$ cat src/rtl/shift_seq_pkg.sv
// Shared encodings for the shift sequencer: operation codes and FSM states.
package shift_seq_pkg;

  typedef enum logic [1:0] {
    OP_SLL = 2'b00,
    OP_SRL = 2'b01,
    OP_SRA = 2'b10,
    OP_ROR = 2'b11
  } op_e;

  typedef enum logic [1:0] {
    ST_IDLE  = 2'b00,
    ST_SHIFT = 2'b01,
    ST_DONE  = 2'b10
  } state_e;

endpackage

$ cat src/rtl/shift_step.sv
// One narrow shift stage: moves acc by amt (0..STEP) positions per op.
// Rotate-right support for op 11 is built only when SHIFT_SEQ_ROTATE_EN is defined;
// otherwise op 11 passes acc through unchanged.
module shift_step
  import shift_seq_pkg::*;
#(
  parameter int WIDTH = 32,
  parameter int STEP  = 4,
  localparam int AW   = $clog2(STEP) + 1
) (
  input  logic [WIDTH-1:0] acc,
  input  logic [1:0]       op,
  input  logic [AW-1:0]    amt,
  output logic [WIDTH-1:0] shifted
);

`ifdef SHIFT_SEQ_ROTATE_EN
  localparam int SHW = $clog2(WIDTH);
  // Left-shift distance that brings the bits falling off the right back in on the left.
  logic [SHW:0] back;
  assign back = (SHW + 1)'(WIDTH) - (SHW + 1)'(amt);
`endif

  // Select the partial shift for the current operation.
  always_comb begin
    shifted = acc;
    case (op)
      OP_SLL:  shifted = acc << amt;
      OP_SRL:  shifted = acc >> amt;
      OP_SRA:  shifted = $signed(acc) >>> amt;
`ifdef SHIFT_SEQ_ROTATE_EN
      OP_ROR:  shifted = (acc >> amt) | (acc << back);
`else
      OP_ROR:  shifted = acc;
`endif
      default: shifted = acc;
    endcase
  end

endmodule

$ cat src/rtl/shift_sequencer.sv
// Multi-cycle shift sequencer: accepts one shift request, iterates it through
// a STEP-wide shift stage, and presents the result until the consumer takes it.
// Optional macro SHIFT_SEQ_ROTATE_EN turns op 11 into rotate-right; without it
// op 11 is a single-cycle pass-through of the operand.
module shift_sequencer
  import shift_seq_pkg::*;
#(
  parameter int WIDTH = 32,
  parameter int STEP  = 4
) (
  input  logic             clk,
  input  logic             rst,
  input  logic             in_valid,
  output logic             in_ready,
  input  logic [1:0]       in_op,
  input  logic [WIDTH-1:0] in_data,
  input  logic [31:0]      in_shamt,
  output logic             out_valid,
  input  logic             out_ready,
  output logic [WIDTH-1:0] out_data,
  output logic             busy
);

  localparam int SHW = $clog2(WIDTH);
  localparam int AW  = $clog2(STEP) + 1;
  localparam logic [SHW:0] STEP_W = (SHW + 1)'(STEP);

  state_e           state;
  state_e           state_next;
  logic [WIDTH-1:0] acc;
  logic [WIDTH-1:0] acc_step;
  logic [SHW-1:0]   rem;
  logic [1:0]       op;
  logic [SHW:0]     rem_ext;
  logic [SHW:0]     amt_ext;
  logic [AW-1:0]    amt;
  logic             accept;
  logic             last_step;
  logic             direct_done;
  logic             unused_shamt;

  // Only the low SHW shamt bits matter: shifts are taken modulo WIDTH.
  assign unused_shamt = ^in_shamt[31:SHW];

  assign rem_ext   = {1'b0, rem};
  assign amt_ext   = (rem_ext < STEP_W) ? rem_ext : STEP_W;
  assign amt       = amt_ext[AW-1:0];
  assign last_step = (rem_ext <= STEP_W);
  assign accept    = in_valid && (state == ST_IDLE);

`ifdef SHIFT_SEQ_ROTATE_EN
  assign direct_done = (in_shamt[SHW-1:0] == '0);
`else
  assign direct_done = (in_shamt[SHW-1:0] == '0) || (in_op == OP_ROR);
`endif

  shift_step #(
    .WIDTH (WIDTH),
    .STEP  (STEP)
  ) u_step (
    .acc     (acc),
    .op      (op),
    .amt     (amt),
    .shifted (acc_step)
  );

  // State register; reset drops any in-flight operation immediately.
  always_ff @(posedge clk or posedge rst) begin
    if (rst) state <= ST_IDLE;
    else     state <= state_next;
  end

  // Next-state and handshake outputs decoded from the registered state.
  always_comb begin
    state_next = state;
    in_ready   = 1'b0;
    out_valid  = 1'b0;
    busy       = 1'b0;
    case (state)
      ST_IDLE: begin
        in_ready = 1'b1;
        if (in_valid) state_next = direct_done ? ST_DONE : ST_SHIFT;
      end
      ST_SHIFT: begin
        busy = 1'b1;
        if (last_step) state_next = ST_DONE;
      end
      ST_DONE: begin
        busy      = 1'b1;
        out_valid = 1'b1;
        if (out_ready) state_next = ST_IDLE;
      end
      default: state_next = ST_IDLE;
    endcase
  end

  // Operand capture on accept, then one partial shift per SHIFT cycle.
  always_ff @(posedge clk or posedge rst) begin
    if (rst) begin
      acc <= '0;
      rem <= '0;
      op  <= '0;
    end else if (accept) begin
      acc <= in_data;
      op  <= in_op;
      rem <= in_shamt[SHW-1:0];
    end else if (state == ST_SHIFT) begin
      acc <= acc_step;
      rem <= SHW'(rem_ext - amt_ext);
    end
  end

  assign out_data = acc;

endmodule

$ cat config.mk
export PLATFORM = sky130hd
export DESIGN_NAME = shift_sequencer
export DESIGN_NICKNAME = d
export VERILOG_FILES = /design/src/rtl/shift_seq_pkg.sv /design/src/rtl/shift_step.sv /design/src/rtl/shift_sequencer.sv
export SDC_FILE = /design/constraint.sdc
export NUM_CORES = 1
export LEC_CHECK = 0
export CORE_ASPECT_RATIO = 0.8
export CORE_UTILIZATION = 38
export DETAILED_ROUTE_END_ITERATION = 10
export DONT_BUFFER_PORTS = 1
export GPL_TIMING_DRIVEN = 0
export PLACE_DENSITY_LB_ADDON = 0.25
export SLEW_MARGIN = 20
export SYNTH_ARGS = -nofsm -noshare
export SYNTH_HDL_FRONTEND = slang
export SYNTH_SLANG_ARGS = --single-unit
$ cat constraint.sdc
create_clock -name clk -period 4.85 [get_ports clk]
set_clock_uncertainty 0.2 [all_clocks]
set_input_delay 0.2425 -clock clk [delete_from_list [all_inputs] [get_ports clk]]
set_output_delay 0.2425 -clock clk [all_outputs]
set_load 0.05 [all_outputs]
==> impl_metrics.yaml <==
synthesis:
  synth_flop_cell: "dfrtp_1"
  synth-seq-area-share_pct: 23.8
  netlist_area_um2: 4310
  synth_edf_count: 0
  yosysWarnings: 0
  ys_ff_latch: 41
  syn_nets: 629
  syn_inst: 552
  avgSynthCellArea_um2: 7.82
  synthArstFlopShare_pct: 100
  synth.distinct_cells: 59
cts:
  clk_latency_ns: 0.29
  cts-root-buf: "clkbuf_16"
  cts_made_buffers: 5
  clk_pin_slew_worst_paths_ns: 0.06
  cts_tree: "done"
  ctsResizeCount: 0
  ctsHtreeMaxLevel: 2
  clockBufferDepth: 2
  postCtsSetupBuffers: 0
  cts_sinks: 41
  holdBufCountCts: 33
place:
  placed_cell_area_um2: 4520
  dp_hpwl_um: 14000
  pre_cts_ws_ns: 1.80
  dp_cells: 697
  gp_congestion: 1.01
  io_buffer_count: 0
drt:
  drtPass1Iterations: 5
  viasPerCell: 6.92
  wl_per_cell_um: 26.7
  route.top_layer_used: "met4"
  drt-initial-drc-count: 845
  dr_wl_met2_um: 8140
  wl_met3_um: 2710
  ant_nets: 0
  via_count: 5110
  drc: 0
  drt-met1-wl_um: 8230
  routed_wl_um: 19700
timing:
  setup_tns_ns: 0
  setup_violations: 0
  slew_violations: 0
  tightest_slew_ns: 0.924
  finalCritPeriodShare_pct: 63.3
  layout_setup_ws_ns: 1.78
  slew_headroom_pct: 37.8
  hold_viol: 1
  hold_slack_ns: -0.00289
  layout_min_cycle_time_ns: 3.07
  fmax_ghz: 0.325
  rsz0062_at_grt: "false"
min_path:
  min_to: "out_data[6]"
  whs_path_depth: 2
  hp-class: "in2reg"
  min-delay-start: "in_data[6]"
critical_path:
  critPathKind: "reg2reg"
  required_ns: 4.85
  crit_arrival_ns: 3.07
  r2r_start: "state[0]"
  r2r_cells: 7
  ff2ff_setup_slack_ns: 1.78
  worst_setup_path_start_kind: "register"
  reg2reg_to: "out_data[26]"
  cp_max_fo: 10
  crit_path_end_kind: "register"
global_routing:
  grt_pass1_wl_um: 29900
  grt_pass1_vias: 4833
  grt_max_degree: 22
  antenna_found_initial: 0
  track_usage_pct: 33.8
  overflow: 0
pwr:
  finalPower_mw: 4.26
  powerDensity_nw_per_um2: 855
  irDropWorstVdd_mv: 0.428
  leakagePower_nw: 1.96
die:
  die_h_um: 97.3
  die_x_um: 121
  die_area_um2: 11800
  ios: 105
  start_util_pct: 39.3
  fp-row-count: 34
  fp.coreArea_um2: 11000
cells_and_area:
  drive_gt1_share_pct: 7.91
  design_area_um2: 4990
  layout.nets: 670
  final_cell_mix: "nand2_1 (79), mux2i_1 (51), dfrtp_1 (41), o21ai_0 (40), clkbuf_1 (39)"
  diodes: 0
  syn2layout_area_growth_pct: 15.6
  layout.cells.non_filler: 738
  layout_commonest_cell: "nand2_1"
run:
  maxCapViolCount: 0
status:
  status: "finished, violations left"
  violations: "negative hold slack"
[cell families (layout without fill, tap and decap cells)]
kind of cell | after synthesis | count (layout) | share of synthesized area [%]
flip-flops | 41 | 41 | 23.8
other | 1 | 1 | 0.0869
AO/OA/AOI/OAI | 186 | 186 | 28.4
AND/OR/NAND/NOR | 180 | 180 | 19.7
multiplexers | 66 | 66 | 18.7
adder cells (fa/ha/maj) | 7 | 7 | 2.03
buffers and inverters | 71 | 113 | 7.28
[synth_stat cells, types with 3 or more instances]
cell	number	area share, %
nor2b_1	5	0.73
a22oi_1	3	0.52
o221ai_1	8	1.6
mux2i_1	51	12
buf_1	5	0.44
clkbuf_1	36	3.1
and3_1	4	0.58
o41ai_1	3	0.61
a31oi_1	9	1.3
o221a_2	4	1.0
o21ai_0	40	4.6
nor2_1	38	3.3
a21oi_1	38	4.4
dfrtp_1	41	24
inv_1	11	0.96
nand3_1	23	2.7
nand2_1	79	6.9
a2111oi_0	3	0.61
a211oi_1	10	1.7
nand4_1	8	1.2
mux2_2	5	1.3
mux4_1	4	2.4
o211ai_1	5	0.87
o2111ai_1	4	0.81
a221o_1	5	1.2
mux4_2	6	3.1
a41oi_1	4	0.81
buf_6	3	0.78
ha_1	7	2.0
nor3_1	7	0.81
buf_2	14	1.6
o22ai_1	29	4.2
o22a_1	3	0.61
[worst max-delay path by stage]
stage               startpoint           end  slack (ns)  cells past startpoint
finish                state[0]  out_data[26]        1.78                      7
global route          state[0]  out_data[20]        1.57                      8
CTS                   state[0]  out_data[26]        1.79                      7
detailed placement    state[0]  out_data[26]        1.80                      7
global placement         op[0]   out_data[7]        1.83                      7
floorplan             state[0]  out_data[20]        2.40                      8
[layout make-up]
type	instances	area [um^2]
multi-input cells	440	2970
plain buffers	60	273
fillers	1108	5990
flip-flops and latches	41	1030
well taps	144	180
repair buffers	34	358
clock buffers	8	136
inverters	11	41.3
[power by group]
part	leakage, nW	switching (mW)	internal [mW]	total, mW
clock network	0.0652	0.143	0.192	0.335
registers	0.466	0.767	0.509	1.28
logic	1.43	1.76	0.897	2.65
total	1.96	2.67	1.60	4.26
[registers in the layout, indices dropped and copies added, names as in the netlist]
name and flops:
op 2, out_data 32, state 2, rem 5
[routing by layer]
metal,GRT usage [%],vias up
li1,-,2179
met1,48.9,2441
met2,48.8,433
met3,7.69,57
met4,12.0,0
met5,0,-
[worst max-delay path, stage by stage (launching register included)]
cell	delay (ns)
dfrtp_1	0.37
inv_1	0.07
ha_1	0.42
nand2_1	0.36
clkbuf_1	0.59
clkbuf_1	0.61
o22ai_1	0.16
a21oi_1	0.20
[through the flow]
stage | utilization (%) | hold WS, ns
2_1_floorplan | - | 0.159
6_report | 45.5 | -0.00289
3_5_place_dp | 41.2 | -0.0105
4_1_cts | 45.5 | 0.00150
3_3_place_gp | 40.9 | 0.166
5_1_grt | 45.5 | 0.0205
(Power assumes the default switching activity.)
